<file path="src/rtl/script_loader.sv">
// Script memory loader: assembles big-endian 16-bit words from a byte stream,
// validates opcodes and writes words sequentially from address 0.
module script_loader #(
  parameter int ADDR_W = 8
) (
  input  logic              clk,
  input  logic              rst,
  input  logic              start,
  input  logic [7:0]        in_byte,
  input  logic              in_valid,
  output logic              in_ready,
  output logic              wr_en,
  output logic [ADDR_W-1:0] wr_addr,
  output logic [15:0]       wr_data,
  output logic [ADDR_W:0]   word_count,
  output logic              loading,
  output logic              done,
  output logic              err_opcode,
  output logic              err_overflow
);

  typedef enum logic [2:0] {IDLE, HI, LO, WRITE, DONE} state_t;

  state_t            state, state_nx;
  logic [7:0]        hi_reg, lo_reg;
  logic [ADDR_W-1:0] addr;
  logic [ADDR_W:0]   count;
  logic [15:0]       data_q;
  logic              err_op_q, err_ovf_q;
  logic              xfer, op_illegal, op_term, at_last;

  always_comb begin
    state_nx   = state;
    in_ready   = (state == HI) || (state == LO);
    xfer       = in_ready && in_valid;
    op_illegal = lo_reg[2] && (lo_reg[1:0] != 2'b00);
    op_term    = (lo_reg[2:0] == 3'b000);
    at_last    = (addr == '1);
    // A word caught by start or rst in its WRITE cycle is discarded with the load
    wr_en      = (state == WRITE) && !op_illegal && !rst && !start;

    case (state)
      IDLE:    state_nx = IDLE;
      HI:      if (xfer) state_nx = LO;
      LO:      if (xfer) state_nx = WRITE;
      WRITE:   state_nx = (op_illegal || op_term || at_last) ? DONE : HI;
      DONE:    state_nx = DONE;
      default: state_nx = IDLE;
    endcase

    if (start) state_nx = HI;
  end

  always_ff @(posedge clk) begin
    if (rst) begin
      state     <= IDLE;
      hi_reg    <= '0;
      lo_reg    <= '0;
      addr      <= '0;
      count     <= '0;
      data_q    <= '0;
      err_op_q  <= 1'b0;
      err_ovf_q <= 1'b0;
    end else begin
      state <= state_nx;
      if (start) begin
        addr      <= '0;
        count     <= '0;
        err_op_q  <= 1'b0;
        err_ovf_q <= 1'b0;
      end else begin
        if (state == HI && xfer) hi_reg <= in_byte;
        if (state == LO && xfer) lo_reg <= in_byte;
        if (wr_en) begin
          data_q <= {hi_reg, lo_reg};
          count  <= count + 1'b1;
          if (!op_term && !at_last) addr <= addr + 1'b1;
          if (!op_term && at_last) err_ovf_q <= 1'b1;
        end
        if (state == WRITE && op_illegal) err_op_q <= 1'b1;
      end
    end
  end

  assign wr_addr      = addr;
  assign wr_data      = wr_en ? {hi_reg, lo_reg} : data_q;
  assign word_count   = count;
  assign loading      = (state == HI) || (state == LO) || (state == WRITE);
  assign done         = (state == DONE);
  assign err_opcode   = err_op_q;
  assign err_overflow = err_ovf_q;

endmodule

</file>
<file path="config.mk">
export PLATFORM = sky130hd
export DESIGN_NAME = script_loader
export DESIGN_NICKNAME = d
export VERILOG_FILES = /design/src/rtl/script_loader.sv
export SDC_FILE = /design/constraint.sdc
export NUM_CORES = 1
export LEC_CHECK = 0
export ABC_AREA = 0
export CAP_MARGIN = 20
export CORE_ASPECT_RATIO = 1.25
export CORE_MARGIN = 8
export CORE_UTILIZATION = 35
export CTS_CLUSTER_DIAMETER = 100
export DETAILED_ROUTE_END_ITERATION = 6
export GPL_ROUTABILITY_DRIVEN = 0
export SYNTH_ARGS = -nofsm -noshare
export SYNTH_HDL_FRONTEND = slang
export SYNTH_SLANG_ARGS = --single-unit
</file>
<file path="constraint.sdc">
create_clock -name clk -period 6.9 [get_ports clk]
set_clock_uncertainty 0.15 [all_clocks]
set_input_delay 0.69 -clock clk [delete_from_list [all_inputs] [get_ports clk]]
set_output_delay 0.69 -clock clk [all_outputs]
set_load 0.005 [all_outputs]
</file>
# == Yosys cells after proc, flatten, opt, wreduce, memory -nomap -nowiden ==
# Index checks and enable logic that the tools add are counted.
# Widths: inputs -> output; s select.
# op_classes
addsub,2
mul,0
div_mod_pow,0
n_lt_le_gt_ge,0
eq_ne,9
n_shift,0
muxes,6
bitwise,1
reduce_logical,28
# op_table
operator,n
$mux 16,1
$pmux 3 s4,1
$reduce_and 2->1,6
$logic_and 1x1->1,10
$add 9x1->9 const B,1
$mux 3,3
$add 8x1->8 const B,1
$eq 8x8->1 const B,1
$eq 3x2->1 const B,2
$ne 3x3->1 const B,2
$logic_not 1->1,5
$logic_or 1x1->1,4
$ne 2x2->1 const B,2
$eq 3x1->1 const B,1
$eq 3x3->1 const B,1
$logic_not 3->1,1
$reduce_bool 2->1,1
$reduce_or 2->1,1
$mux 1,1
$not 1->1,1
# word_totals
register_bits,54
latchBits,0
ram_bits,0
mem_bits_ro,0
output_inout_bits,39
wordCells,55
mem_count,0

# == Longest topological paths before layout ==
# logic_depth
word_depth,7
mapped_depth,9
ltp_nobuf,7

# == Worst setup path after synthesis ==
# No wires, ideal clock.
# synth_path
kind,flip-flop to output port
from,register lo_reg[0]
to,output port wr_data[0]
arrival_ps,2156
t_required_ps,6060
path_slack_ps,3904
path_stages_with_launch,9
path_cell_list,dfxtp_1 -> or2_2 -> ha_1 -> or3_1 -> buf_6 -> or2_2 -> buf_2 -> inv_2 -> mux2_2
# synth_via
elab_chain_len,7
# synth_rtl
item,line_no,source
"start, declared",25,"logic [7:0] hi_reg, lo_reg;"
"start signal, assigned",73,if (state == LO && xfer) lo_reg <= in_byte;
$reduce_bool 2->1,36,op_illegal = lo_reg[2] && (lo_reg[1:0] != 2'b00);
$logic_and 1x1->1,36,
$logic_not 1->1,40,wr_en = (state == WRITE) && !op_illegal && !rst && !start;
$logic_and 1x1->1 (3 in a row),40,
net wr_en,12,"output logic wr_en,"
$mux 16,n/a,
"end, declared",14,"output logic [15:0] wr_data,"
# The timed path passes the listed nets, and every way through them passes these cells.

# == Worst setup path after layout ==
# layout_path
from,input port rst
to,output port wr_data[0]
# layout_via
elab_chain_len,4
# layout_rtl
item,line_no,source
"start, declared",7,"input logic rst,"
$logic_not 1->1,40,
$logic_and 1x1->1 (2 in a row),40,
$mux 16,n/a,
# Every way passes these cells.

==> summary.md <==
| Metric | Value |
|---|---|
| Status | finished clean |
| Ports | 51 |
| Initial Util | roughly 35% |
| Number of CTS-inserted buffers | 5 |
| Final Cycle Share | about three fifths |
| Clock sink count | 54 |
| Vias in the first global route | around 1800 |
| M2 GR Usage | between 10% and 20% |
| Sum Neg Setup Slack | 0 ns |
| Worst-path maximum fanout | 37 |
| CTS Buffer Depth | 2 |
| Mapped Nets | roughly 250 |
| Die X | just under 90 um |
| Residual DRC | 0 |
| Clk_lat worst skew | roughly 0.30 ns |
| Most frequent cells in the layout | dfxtp_1, clkdlybuf4s50_1, nor2_1, mux2i_1, nor2b_1 |
| ANT cells | 0 |
| Dpl hpwl | ~3.5 mm |
| Clock slew at reported path FFs | 0.09 ns |
| Crit path required time | around 6.1 ns |
| EDFF count, synth | 0 |
| Core area | about 0.0065 mm^2 |
| Post-DR vias/cell | about 4.8 |
| H-Tree Depth | 2 |
| Final Setup Violations | 0 |
| Count of buffers from port buffering | 50 |
| Post-Syn Area | 0.002301 mm^2 |
| Worst setup SP type | input port |
| Most common cell after layout, fill and taps aside | dfxtp_1 |
| Root Buffer | clkbuf_8 |
| Row Count | 33 |
| Overflow after GRT | 0 |
| MaxCap Viol Count | 0 |
| Nets | 300 |
| Wirelength, routed | about 4.8 mm |
| Die area | around 0.0094 mm^2 |
| Multi-input gate area | ~0.0011 mm^2 |
| Hold Path Class | flip-flop to flip-flop |
| Pre-Repair DR Iteration Count | 4 |
| YS warnings | 0 |
| CTS-repair resized insts | 0 |
| Count of different cell masters after synthesis | 33 |
| Largest net degree at the start of global routing | 38 |
| Ys async rst share | 0% |
| M3 GR Usage | under 10% |
| Top_reg_cell synth | dfxtp_1 |
| Peak VDD IR | between 100 and 150 uV |
| RSZ-0062 raised after global routing | false |
| Register area | roughly 0.0011 mm^2 |
| Avg Cell Area, Syn | between 9 and 10 um^2 |
| Register name with the most flops | data_q |
| First-pass GRT wire length | approximately 8.1 mm |
| Post-route cell area | 0.002970 mm^2 |
| Postcts setup bufs | 0 |
| Placed Cells | between 300 and 400 |
| Vias | 1797 |
| Die Ht | between 100 and 150 um |
| Fin cells | between 300 and 400 |
| Tot GR Track Use | between 10% and 20% |
| Achievable frequency | ~240 MHz |
| FF+latch count, synth | 54 |
| Max reg flops | 16 |
| CP Class | input port to output pin |
| Max-slew violation count | 0 |
| Actual slew at the worst max-slew pin | around 0.9 ns |
| Met1 Track Usage GR | 12.30% |
| Post-route minimum period | ~4.2 ns |
| Power per standard cell area | ~190 mW/mm^2 |
| Initial antenna violation count | 0 |
| Drt initial violations | 92 |
| Layer with the highest usage | met2 |
| Final-report hold violation count | 0 |
| Leak Pwr | approximately 1.0 nW |
| Area after DPL | about 0.0029 mm^2 |
| Layout area overhead | 29.09% |
| Mapped Cells | 238 |
| Critical path endpoint category | output pin |
| Avg WL per Cell | 13.01 um |
| Share of cells above drive strength 1 | a little over a tenth |
| Routed Antenna Nets | 0 |
| Rel. slew slack | a little over 40% |
| Filler Cell Count | 650 |
| Seq/Total Area, Yosys | 46.98% |
| Post-CTS Hold Fix Bufs | 0 |
| Worst endpoint data arrival time | approximately 3.4 ns |
| CTS tree | yes |
[metal layers]
metal	vias to the layer above	part of all wire, %
met2	38	47
met4	0	1.1
met3	4	4.7
met1	841	47
li1	914	-
met5	-	0
[power by group]
part	switching (mW)	leakage (nW)	internal (mW)
sequential	0.00171	0.435	0.313
clock	0.0975	0.0573	0.116
combinational	0.0124	0.548	0.0119
total	0.112	1.04	0.441
[synthesized netlist by cell type, drive strengths merged (5+ instances only)]
| cell | count | share of area, % |
|---|---|---|
| nor3 | 8 | 2.0 |
| nor4 | 6 | 1.6 |
| mux2i | 20 | 8.7 |
| inv | 6 | 0.98 |
| a21oi | 10 | 2.2 |
| clkbuf | 8 | 1.3 |
| nand2 | 7 | 1.1 |
| nor2b | 16 | 4.4 |
| nor2 | 28 | 4.6 |
| xnor2 | 7 | 2.7 |
| buf | 5 | 1.9 |
| mux2 | 15 | 7.3 |
| nand3 | 11 | 2.4 |
| dfxtp | 54 | 47 |
[metrics by stage]
step / total power, mW / setup slack (ns) / hold WS [ns] / util, %
after floorplan: 0.3352 / 3.904 / 0.3044 / -
after global placement: 0.3471 / 2.716 / 0.3187 / 44.08
after detailed placement: 0.3472 / 2.688 / 0.3140 / 44.08
after CTS: 0.5602 / 2.689 / 0.3374 / 45.82
after global routing: 0.5735 / 2.560 / 0.3760 / 45.82
final: 0.5531 / 2.715 / 0.3333 / 45.82
[worst max-delay path, cell delays in order]
cell and delay [ns]:
clkdlybuf4s50_1 0.39, buf_4 0.25, or3_1 0.49, or2_2 0.48, inv_2 0.22, mux2_2 0.36, clkdlybuf4s50_1 0.45
[worst paths after layout]
check                                  start            to  slack (ns)  cells after the start
worst max-delay path                     rst    wr_data[0]        2.71                      7
worst min register to register  err_overflow  err_overflow        0.33                      2
worst max register to register     lo_reg[0]     data_q[7]        4.10                      7
worst min-delay path            err_overflow  err_overflow        0.33                      2
[area by class of cell]
| class | instances | share of cell area (%) |
|---|---|---|
| clock buffer | 6 | 2.780 |
| multi-input combinational | 165 | 38.04 |
| tap | 87 | 3.665 |
| inverter | 6 | 0.7582 |
| clock inverter | 1 | 1.011 |
| timing repair buffer | 52 | 17.35 |
| sequential | 54 | 36.39 |
[kinds of logic after synthesis]
logic type      count (synthesis)  synth area share [%]
buf+inv                        19                 4.187
compound gates                 21                 5.438
fa+ha+maj                       4                 2.175
mux                            35                 16.04
xor+xnor                        7                 2.665
simple gates                   98                 22.51
flops                          54                 46.98
Note: power is estimated with default switching activity, not from simulation.
